### config.mk
export PLATFORM = sky130hd
export DESIGN_NAME = xor_req_arbiter
export DESIGN_NICKNAME = d
export VERILOG_FILES = /design/src/rtl/xor_arb_pkg.sv /design/src/rtl/rr_grant.sv /design/src/rtl/xor_req_arbiter.sv
export SDC_FILE = /design/constraint.sdc
export NUM_CORES = 1
export LEC_CHECK = 0
export CAP_MARGIN = 30
export CORE_MARGIN = 2
export CORE_UTILIZATION = 40
export CTS_BUF_LIST = sky130_fd_sc_hd__clkbuf_4 sky130_fd_sc_hd__clkbuf_8 sky130_fd_sc_hd__clkbuf_16
export DETAILED_ROUTE_END_ITERATION = 12
export PLACE_DENSITY = 0.8
export SLEW_MARGIN = 20
export SYNTH_ARGS = -nofsm -noshare
export SYNTH_HDL_FRONTEND = slang
export SYNTH_SLANG_ARGS = --single-unit
### constraint.sdc
create_clock -name clk -period 6.4 [get_ports clk]
set_input_delay 0.64 -clock clk [delete_from_list [all_inputs] [get_ports clk]]
set_output_delay 0.64 -clock clk [all_outputs]
set_load 0.01 [all_outputs]
### src/rtl/xor_arb_pkg.sv
// Shared types and constants for the round-robin XOR service arbiter.
// Optional watchdog is enabled by defining XARB_TIMEOUT_EN.
package xor_arb_pkg;

    // FSM states, 2-bit encoding in transaction order.
    typedef enum logic [1:0] {
        IDLE   = 2'd0,
        ISSUE  = 2'd1,
        WAIT_Y = 2'd2,
        RESP   = 2'd3
    } state_t;

    localparam int NUM_REQ_DEF = 4;
    localparam int TIMEOUT_W   = 16;

    // Index width for n requesters, never less than 1 bit.
    function automatic int clog2(input int n);
        int r;
        r = 1;
        for (int i = 1; i < 31; i++) begin
            if ((1 << i) < n) r = i + 1;
        end
        return r;
    endfunction

endpackage

### src/rtl/rr_grant.sv
// Combinational round-robin pick: first set request bit searching upward
// from ptr+1 and wrapping; returns a one-hot grant and its index.
module rr_grant
    import xor_arb_pkg::*;
#(
    parameter int N  = NUM_REQ_DEF,
    parameter int IW = clog2(N)
) (
    input  logic [N-1:0]  req,
    input  logic [IW-1:0] ptr,
    output logic [N-1:0]  grant,
    output logic [IW-1:0] idx,
    output logic          any
);

    // Scan N positions starting just after the last served requester.
    always_comb begin
        int s;
        logic [IW-1:0] j;
        grant = '0;
        idx   = '0;
        any   = 1'b0;
        for (int i = 1; i <= N; i++) begin
            s = int'(ptr) + i;
            if (s >= N) s = s - N;
            j = IW'(s);
            if (!any && req[j]) begin
                any      = 1'b1;
                grant[j] = 1'b1;
                idx      = j;
            end
        end
    end

endmodule

### src/rtl/xor_req_arbiter.sv
// Shares one 1-bit XOR service among NUM_REQ requesters, round-robin,
// one transaction in flight: IDLE -> ISSUE -> WAIT_Y -> RESP -> IDLE.
// Handshakes: a channel transfers when its enable and ready are both high
// in the same cycle; no enable here depends combinationally on a ready.
// Optional WAIT_Y watchdog with sticky err_timeout: define XARB_TIMEOUT_EN.
module xor_req_arbiter
    import xor_arb_pkg::*;
#(
    parameter int NUM_REQ        = NUM_REQ_DEF,
    parameter int TIMEOUT_CYCLES = 64
) (
    input  logic               clk,
    input  logic               reset,
    input  logic [NUM_REQ-1:0] req_enable,
    input  logic [NUM_REQ-1:0] req_a,
    input  logic [NUM_REQ-1:0] req_b,
    output logic [NUM_REQ-1:0] req_ready,
    output logic [NUM_REQ-1:0] rsp_enable,
    output logic               rsp_data,
    input  logic [NUM_REQ-1:0] rsp_ready,
    output logic               srv_a_data,
    output logic               srv_a_enable,
    input  logic               srv_a_ready,
    output logic               srv_b_data,
    output logic               srv_b_enable,
    input  logic               srv_b_ready,
    input  logic               srv_y_data,
    input  logic               srv_y_enable,
    output logic               srv_y_ready,
    output logic               busy,
    output logic [1:0]         dbg_state
`ifdef XARB_TIMEOUT_EN
    ,
    output logic               err_timeout
`endif
);

    localparam int IW = clog2(NUM_REQ);

    if (NUM_REQ < 2 || NUM_REQ > 8 || TIMEOUT_CYCLES < 1 ||
        TIMEOUT_CYCLES >= (1 << TIMEOUT_W)) begin : g_param_check
        $error("xor_req_arbiter: parameter out of range");
    end

    state_t        state_q, state_d;
    logic [IW-1:0] idx_q, idx_d;
    logic [IW-1:0] rr_ptr_q, rr_ptr_d;
    logic          a_q, a_d, b_q, b_d;
    logic          a_sent_q, a_sent_d, b_sent_q, b_sent_d;
    logic          rsp_data_q, rsp_data_d;
    logic          blocked;

    logic [NUM_REQ-1:0] grant;
    logic [IW-1:0]      grant_idx;
    logic               grant_any;

`ifdef XARB_TIMEOUT_EN
    localparam logic [TIMEOUT_W-1:0] TIMEOUT_LAST = TIMEOUT_W'(TIMEOUT_CYCLES - 1);
    logic [TIMEOUT_W-1:0] cnt_q, cnt_d;
    logic                 err_q, err_d;
    logic                 drain_q, drain_d;
    // A stale Y owed by a timed-out transaction must be drained before new grants.
    assign blocked     = drain_q;
    assign err_timeout = err_q;
`else
    assign blocked = 1'b0;
`endif

    rr_grant #(.N(NUM_REQ), .IW(IW)) u_rr_grant (
        .req   (req_enable & ~{NUM_REQ{blocked}}),
        .ptr   (rr_ptr_q),
        .grant (grant),
        .idx   (grant_idx),
        .any   (grant_any)
    );

    // Outputs decoded from state flops only (req_ready also follows the live grant).
    always_comb begin
        req_ready    = (state_q == IDLE) ? grant : '0;
        srv_a_enable = (state_q == ISSUE) && !a_sent_q;
        srv_b_enable = (state_q == ISSUE) && !b_sent_q;
        srv_a_data   = srv_a_enable & a_q;
        srv_b_data   = srv_b_enable & b_q;
        srv_y_ready  = (state_q == WAIT_Y) || blocked;
        rsp_enable   = (state_q == RESP) ? (NUM_REQ'(1) << idx_q) : '0;
        rsp_data     = rsp_data_q;
        busy         = (state_q != IDLE);
        dbg_state    = state_q;
    end

    // Next-state and register updates for one transaction.
    always_comb begin
        state_d    = state_q;
        idx_d      = idx_q;
        rr_ptr_d   = rr_ptr_q;
        a_d        = a_q;
        b_d        = b_q;
        a_sent_d   = a_sent_q;
        b_sent_d   = b_sent_q;
        rsp_data_d = rsp_data_q;
`ifdef XARB_TIMEOUT_EN
        cnt_d   = cnt_q;
        err_d   = err_q;
        drain_d = drain_q;
        if (drain_q && srv_y_enable) drain_d = 1'b0;
`endif
        case (state_q)
            IDLE: begin
                if (grant_any) begin
                    idx_d    = grant_idx;
                    a_d      = req_a[grant_idx];
                    b_d      = req_b[grant_idx];
                    a_sent_d = 1'b0;
                    b_sent_d = 1'b0;
                    state_d  = ISSUE;
                end
            end
            ISSUE: begin
                a_sent_d = a_sent_q | srv_a_ready;
                b_sent_d = b_sent_q | srv_b_ready;
                if (a_sent_d && b_sent_d) begin
                    state_d = WAIT_Y;
`ifdef XARB_TIMEOUT_EN
                    cnt_d = '0;
`endif
                end
            end
            WAIT_Y: begin
                if (srv_y_enable) begin
                    rsp_data_d = srv_y_data;
                    state_d    = RESP;
                end
`ifdef XARB_TIMEOUT_EN
                else if (cnt_q == TIMEOUT_LAST) begin
                    err_d      = 1'b1;
                    rsp_data_d = 1'b0;
                    drain_d    = 1'b1;
                    state_d    = RESP;
                end else begin
                    cnt_d = cnt_q + TIMEOUT_W'(1);
                end
`endif
            end
            RESP: begin
                if (rsp_ready[idx_q]) begin
                    rr_ptr_d = idx_q;
                    state_d  = IDLE;
                end
            end
            default: state_d = IDLE;
        endcase
    end

    // State and datapath registers; reset aborts any transaction in flight.
    always_ff @(posedge clk or posedge reset) begin
        if (reset) begin
            state_q    <= IDLE;
            idx_q      <= '0;
            rr_ptr_q   <= IW'(NUM_REQ - 1);
            a_q        <= 1'b0;
            b_q        <= 1'b0;
            a_sent_q   <= 1'b0;
            b_sent_q   <= 1'b0;
            rsp_data_q <= 1'b0;
`ifdef XARB_TIMEOUT_EN
            cnt_q   <= '0;
            err_q   <= 1'b0;
            drain_q <= 1'b0;
`endif
        end else begin
            state_q    <= state_d;
            idx_q      <= idx_d;
            rr_ptr_q   <= rr_ptr_d;
            a_q        <= a_d;
            b_q        <= b_d;
            a_sent_q   <= a_sent_d;
            b_sent_q   <= b_sent_d;
            rsp_data_q <= rsp_data_d;
`ifdef XARB_TIMEOUT_EN
            cnt_q   <= cnt_d;
            err_q   <= err_d;
            drain_q <= drain_d;
`endif
        end
    end

endmodule

==> flow_summary.toml, run 1 <==
[outcome]
status = "finished clean"

[worst_hold_path]
min-delay-start = "b_q$_DFFE_PP0P_"
min_path_cells = 2
hold_path_class = "flip-flop to flip-flop"

[yosys]
ys.flop_type = "dfrtp_1"
ys_types = 37
yosys-top-cells-area = "dfrtp_1, ha_1, mux4_2"
synth_area_um2 = 1170
synth_enable_flop_cells = 0
syn_area_per_cell_um2 = 9.91
synth_common_cells = "ha_1, a21oi_1, dfrtp_1"
ys_seq_area_share_pct = 23.7
yosysMostFrequentCell = "ha_1"
synth_top_area_cell = "dfrtp_1"
syn_nets = 152
async_flop_share_pct = 100
syn_inst = 118
synth_top_area_share_pct = 19.3
yosysWarnings = 0
synth_seq_cells = 11

[worst_setup_path]
cp_max_fo = 14
crit_path_start_kind = "flip-flop"
r2r-start = "rr_ptr_q[0]$_DFFE_PP1P_"
crit_type = "flip-flop to output port"
arrival_ps = 3200
required_ps = 5760
crit_path_end_kind = "output port"
ff2ff_path_depth = 7
reg2reg_slack_ps = 3690
critPathLaunch = "rr_ptr_q[0]$_DFFE_PP1P_"

[layout]
drive_gt1_share_pct = 16.6
diodes = 0
finalNonFillerCells = 188
syn_to_final_growth_pct = 36.3
finalNetCount = 192
stdcell_area_um2 = 1590

[timing]
rsz0062_at_grt = "no"
setup_violations = 0
fin_worst_skew_ps = 4.33
layout_setup_ws_ps = 2560
fmax_mhz = 260
fin_tns_setup_ps = 0
post-route-min-period_ps = 3840
period_share_pct = 60.0
slew_viol_final = 0
slew_headroom_pct = 68.0
finalHoldViolCount = 0
worst_pin_slew_ps = 475

[floorplanning]
num_rows = 19
start_util_pct = 42.4
core_um2 = 2760
die_w_um = 58.1
die_h_um = 58.1
num_io_pins = 39
dieArea_um2 = 3370

[place]
dp_slack_ps = 2730
portBuffers = 38
dp_hpwl_mm = 2.21
gp_congestion = 0.858
placed_area_um2 = 1570
dp.cells = 184

[route]
detail_route.wl_per_cell_um = 14.5
dr_wl_met2_mm = 1.40
vias = 1076
drt_iter0_drc = 38
ant_nets = 0
wl_met3_um = 170
wl_mm = 2.73
dr.max_layer_used = "met4"
drt_pass1_iterations = 4
wl_met1_mm = 1.12
drc_errors = 0
viasPerCell = 5.72

[job]
maxCapViolCount = 0

[pwr]
ir_drop_v = 0.000294
powerDensity_nw_per_um2 = 462
leakage_uw = 0.000641

[clocking]
cts_tree = "built"
cts_made_buffers = 3
ctsHoldBuffers = 0
clk_latency_ps = 270
cts_root_buf = "clkbuf_4"
cts_setup_buffers = 0
h-tree-depth = 1
path_clk_slew_ps = 70
cts.path.max_buffers = 2
post_cts_resized = 0
clock_sinks = 11

[grt]
antenna_found_initial = 0
grt_max_degree = 15
grt_pass1_wl_mm = 4.73
first_global_vias = 1090
grt.overflow.total = 0
track_usage_pct = 17.7
-- cells by family after synthesis --
family / synth area share, %
AO/OA/AOI/OAI: 21.4
AND/OR/NAND/NOR: 20.2
multiplexers: 17.3
adder cells (fa/ha/maj): 12.8
buffers and inverters: 4.49
flip-flops: 23.7
-- path summary, 6_finish.rpt --
path,end
min in group asynchronous,rsp_data$_DFFE_PP0P_
min reg2reg,b_q$_DFFE_PP0P_
max in group asynchronous,rr_ptr_q[0]$_DFFE_PP1P_
max,req_ready[0]
max reg2reg,a_q$_DFFE_PP0P_
min,b_q$_DFFE_PP0P_
-- cell type report --
| class | instances | area, um^2 |
|---|---|---|
| repair buffers | 38 | 380 |
| multi-input cells | 96 | 840 |
| inverters | 8 | 30.0 |
| well taps | 31 | 38.8 |
| flip-flops and latches | 11 | 278 |
| clock inverters | 1 | 5.00 |
| clock buffers | 3 | 22.5 |
| fillers | 255 | 1160 |
-- registers in the layout, indices dropped and copies added (netlist names) --
name / cells
a_sent_q: 1
b_sent_q: 1
dbg_state: 2
a_q: 1
rsp_data: 1
idx_q: 2
b_q: 1
rr_ptr_q: 2
-- power breakdown --
part	switching, uW	internal (uW)
sequential	55.0	111
combinational	254	269
clock	24.5	23.2
total	334	403
-- layer usage --
metal  global-route usage (%)  vias up
met3                     3.35        5
li1                         -      521
met2                     32.6       43
met5                        0        -
met1                     19.7      507
met4                     7.64        0
-- cell usage in the layout (no fill, tap or decap), types with 3 or more instances in the layout --
cell type        instances
a21boi_0                 4
a21oi_1                  9
a22oi_1                  8
and3_1                   3
clkbuf_4                 3
clkdlybuf4s50_1         38
dfrtp_1                  9
ha_1                    12
inv_1                    8
mux2_2                   4
mux2i_1                  3
mux4_2                   5
nand2_1                  8
nor2b_1                  4
o21ai_0                  4
or2_2                    4
-- per-stage QoR --
step	utilization [%]	total power, uW	hold slack (ps)
2_1_floorplan	-	534	440
4_1_cts	57.8	742	490
3_3_place_gp	56.8	666	469
5_1_grt	57.8	797	517
3_5_place_dp	56.8	691	472
6_report	57.8	737	478
-- worst max-delay path: stages, from the launching register on --
cell and delay [ps]:
dfstp_2 710, inv_1 220, ha_1 380, mux4_2 470, nor3_2 320, a22oi_1 110
a21oi_1 170, clkdlybuf4s50_1 550
Note: power is estimated with default switching activity, not from simulation.
==> inputs of run 2 (changes only) <==
==> constraint.sdc (replaced) <==
create_clock -name clk -period 3.9 [get_ports clk]
set_input_delay 0.39 -clock clk [delete_from_list [all_inputs] [get_ports clk]]
set_output_delay 0.39 -clock clk [all_outputs]
set_load 0.01 [all_outputs]
==> flow_summary.toml, run 2 (synthesis results as in run 1) <==
[layout]
finalNonFillerCells = 188
finalNetCount = 192
final_common_cell = "clkdlybuf4s50_1"
layout_common_cells = "clkdlybuf4s50_1, ha_1, a21oi_1, dfrtp_1"
drive_gt1_share_pct = 16.6
syn_to_final_growth_pct = 36.3
diodes = 0
final_core_util_pct = 57.8

[timing]
rsz0062_at_grt = "no"
fmax_mhz = 278
post-route-min-period_ps = 3600
worst_pin_slew_ps = 420
period_share_pct = 92.2
fin_tns_setup_ps = 0
setup_violations = 0
fin_worst_skew_ps = 4.82
slew_viol_final = 0
finalHoldViolCount = 0
slew_headroom_pct = 71.7

[floorplanning]
num_rows = 19
start_util_pct = 42.4
die_h_um = 58.1
core_um2 = 2760
die_w_um = 58.1
dieArea_um2 = 3370
num_io_pins = 39

[clocking]
post_cts_resized = 0
cts_setup_buffers = 0
cts.path.max_buffers = 2
ctsHoldBuffers = 0
h-tree-depth = 1
clk_latency_ps = 270
cts_root_buf = "clkbuf_4"
cts_tree = "built"
cts_made_buffers = 3
clock_sinks = 11
path_clk_slew_ps = 80

[grt]
grt.overflow.total = 0
first_global_vias = 1006
grt_max_degree = 15
antenna_found_initial = 0
track_usage_pct = 16.8
grt_pass1_wl_mm = 4.52

[route]
vias = 1065
detail_route.wl_per_cell_um = 14.0
wl_mm = 2.63
drc_errors = 0
viasPerCell = 5.66
drt_pass1_iterations = 4
ant_nets = 0
drt_iter0_drc = 26

[worst_setup_path]
crit_type = "flip-flop to output port"
arrival_ps = 3210
cp_max_fo = 14
r2r-start = "rr_ptr_q[0]$_DFFE_PP1P_"
crit_path_start_kind = "flip-flop"
required_ps = 3510
ff2ff_path_depth = 7
rr_endpoint = "a_q$_DFFE_PP0P_"
reg2reg_slack_ps = 1240
crit_path_end_kind = "output port"

[place]
dp_hpwl_mm = 2.13
dp.cells = 184
portBuffers = 38
gp_congestion = 0.818

[pwr]
powerDensity_nw_per_um2 = 755
leakage_uw = 0.000641
ir_drop_v = 0.000426

[job]
maxCapViolCount = 0

[worst_hold_path]
hold_path_class = "input port to async pin"

[outcome]
status = "finished clean"
[run 2: cell counts in the layout (fill, tap and decap cells not counted)]
Identical to the previous run, type by type.
[run 2: metrics by stage]
step / setup WS [ps] / area [um^2] / power (uW) / hold WS, ps
floorplan: 1210 / 1170 / 876 / 241
CTS: 296 / 1590 / 1220 / 421
global route: 116 / 1590 / 1320 / 451
detailed placement: 597 / 1570 / 1130 / 472
global placement: 767 / 1570 / 1090 / 470
finish: 305 / 1590 / 1200 / 407
[run 2: routing by layer]
metal | part of all wire [%] | GRT usage, %
met5 | 0 | 0
met4 | 0 | 3.99
met3 | 7.1 | 3.35
met2 | 52 | 30.2
met1 | 41 | 20.6
[run 2: layout make-up]
cell class	instances	area, um^2
timing repair buffer	38	380
tap	31	38.8
sequential	11	278
inverter	8	30.0
fill	267	1160
multi-input combinational	96	840
clock buffer	3	22.5
clock inverter	1	5.00
[run 2: where the power goes]
group	internal, uW	total [uW]	switching [uW]
Combinational	441	856	415
Sequential	182	268	86.0
Clock	37.9	78.7	40.8
[run 2: worst max-delay path: stages (launching register included)]
cell and delay (ps):
dfstp_2 700, inv_1 210, ha_1 380, mux4_2 470, nor3_2 310, a22oi_1 110, a21oi_1 190, clkdlybuf4s50_1 560
[run 2: worst max-delay path by stage]
stage | endpoint | slack [ps] | start
6_report | req_ready[2] | 300 | rr_ptr_q[0]$_DFFE_PP1P_
3_5_place_dp | req_ready[2] | 600 | rr_ptr_q[0]$_DFFE_PP1P_
4_1_cts | req_ready[2] | 300 | rr_ptr_q[0]$_DFFE_PP1P_
5_1_grt | req_ready[1] | 120 | rr_ptr_q[0]$_DFFE_PP1P_
2_1_floorplan | req_ready[0] | 1210 | rr_ptr_q[0]$_DFFE_PP1P_
3_3_place_gp | req_ready[3] | 770 | rr_ptr_q[0]$_DFFE_PP1P_
==> inputs of run 3 (changes only) <==
--- a/config.mk
+++ b/config.mk
@@ -11,6 +11,7 @@
 export CTS_BUF_LIST = sky130_fd_sc_hd__clkbuf_4 sky130_fd_sc_hd__clkbuf_8 sky130_fd_sc_hd__clkbuf_16
 export DETAILED_ROUTE_END_ITERATION = 12
 export PLACE_DENSITY = 0.8
+export REMOVE_ABC_BUFFERS = 1
 export SLEW_MARGIN = 20
 export SYNTH_ARGS = -nofsm -noshare
 export SYNTH_HDL_FRONTEND = slang
==> flow_summary.toml, run 3 (synthesis results as in run 1) <==
[route]
viasPerCell = 5.65
vias = 1062
dr_wl_met2_mm = 1.42
ant_nets = 0
drt_iter0_drc = 16
dr.max_layer_used = "met4"
detail_route.wl_per_cell_um = 14.4
wl_mm = 2.71
drt_pass1_iterations = 4
drc_errors = 0
wl_met3_um = 154
wl_met1_mm = 1.12

[grt]
grt.overflow.total = 0
first_global_vias = 1016
track_usage_pct = 17.3
antenna_found_initial = 0
grt_max_degree = 15
grt_pass1_wl_mm = 4.58

[timing]
setup_violations = 0
fin_tns_setup_ps = 0
fin_worst_skew_ps = 3.40
period_share_pct = 90.7
post-route-min-period_ps = 3540
worst_pin_slew_ps = 471
fmax_mhz = 283
slew_viol_final = 0
hold_ws_ps = 412
finalHoldViolCount = 0
rsz0062_at_grt = "no"
slew_headroom_pct = 68.3

[clocking]
post_cts_resized = 0
cts.path.max_buffers = 2
clock_sinks = 11
clk_latency_ps = 270
path_clk_slew_ps = 70
cts_setup_buffers = 0
ctsHoldBuffers = 0
h-tree-depth = 1
cts_made_buffers = 3
cts_root_buf = "clkbuf_4"
cts_tree = "built"

[layout]
diodes = 0
finalNetCount = 192
num-fill-cells = 265
syn_to_final_growth_pct = 36.5
layout_common_cells = "clkdlybuf4s50_1, ha_1, a21oi_1, dfrtp_1"
drive_gt1_share_pct = 16.6
final_common_cell = "clkdlybuf4s50_1"

[pwr]
clkPwrFrac_pct = 6.9
power.internal_uw = 670
powerDensity_nw_per_um2 = 762
leakage_uw = 0.000642
p_sw_share_pct = 44.9
ir_drop_v = 0.000473
combPwrFrac_pct = 71.0
seqPwrFrac_pct = 22.1
power_switching_uw = 547

[worst_setup_path]
arrival_ps = 3150
crit_type = "flip-flop to output port"
required_ps = 3510
crit_path_end_kind = "output port"
crit_path_start_kind = "flip-flop"
cp_max_fo = 14

[floorplanning]
die_w_um = 58.1
core_um2 = 2760
num_rows = 19
die_h_um = 58.1
dieArea_um2 = 3370
start_util_pct = 42.4
num_io_pins = 39

[place]
portBuffers = 38
dp_hpwl_mm = 2.29
gp_congestion = 0.811

[outcome]
status = "finished clean"

[worst_hold_path]
hold_path_class = "input port to async pin"

[job]
maxCapViolCount = 0
==> run 3: cell types whose count changed in the layout (fill, tap and decap cells not counted), sizes merged <==
cell / change
clkbuf: +1
clkinv: -1
==> run 3: path summary, 6_finish.rpt <==
path | startpoint | to | slack (ps) | cells past startpoint
max in group asynchronous | reset | rr_ptr_q[1]$_DFFE_PP1P_ | 3160 | 2
min in group clk | a_q$_DFFE_PP0P_ | a_q$_DFFE_PP0P_ | 480 | 2
min reg2reg | a_q$_DFFE_PP0P_ | a_q$_DFFE_PP0P_ | 480 | 2
max | rr_ptr_q[0]$_DFFE_PP1P_ | req_ready[1] | 360 | 7
min | reset | a_q$_DFFE_PP0P_ | 410 | 2
max reg2reg | rr_ptr_q[0]$_DFFE_PP1P_ | b_q$_DFFE_PP0P_ | 1210 | 7
==> run 3: final cells by class <==
type | count | area (um^2) | share of cell area [%]
timing repair buffer | 38 | 380 | 23.8
tap | 31 | 38.8 | 2.43
clock buffer | 4 | 30.0 | 1.88
inverter | 8 | 30.0 | 1.88
sequential | 11 | 278 | 17.4
multi-input combinational | 96 | 840 | 52.6
==> run 3: critical path, cell delays in order (launching register included) <==
cell             delay [ps]
dfstp_2                 690
inv_1                   210
ha_1                    380
mux4_2                  470
nor3_2                  300
a22oi_1                 120
a21oi_1                 160
clkdlybuf4s50_1         540
==> run 3: metal layers <==
layer  vias to the layer above  track usage [%]
met5                         -                0
met4                         0             4.65
met3                         4             3.57
met2                        33             31.3
met1                       505             20.6
li1                        520                -
==> run 3: power by group through the flow <==
stage          registers, uW  clock network [uW]  logic [uW]
2_1_floorplan            257                   0         596
3_3_place_gp             267                   0         830
3_5_place_dp             272                   0         863
4_1_cts                  270                85.6         866
5_1_grt                  284                94.8         942
6_report                 269                83.8         864
==> run 3: stage by stage <==
step	area (um^2)	utilization [%]	power [uW]	cells	worst slack, ps
after global routing	1600	57.9	1320	188	167
after CTS	1600	57.9	1220	188	370
after detailed placement	1570	56.8	1140	184	670
final	1600	57.9	1220	188	363
after floorplan	1150	-	853	115	1320
after global placement	1570	56.8	1100	184	761
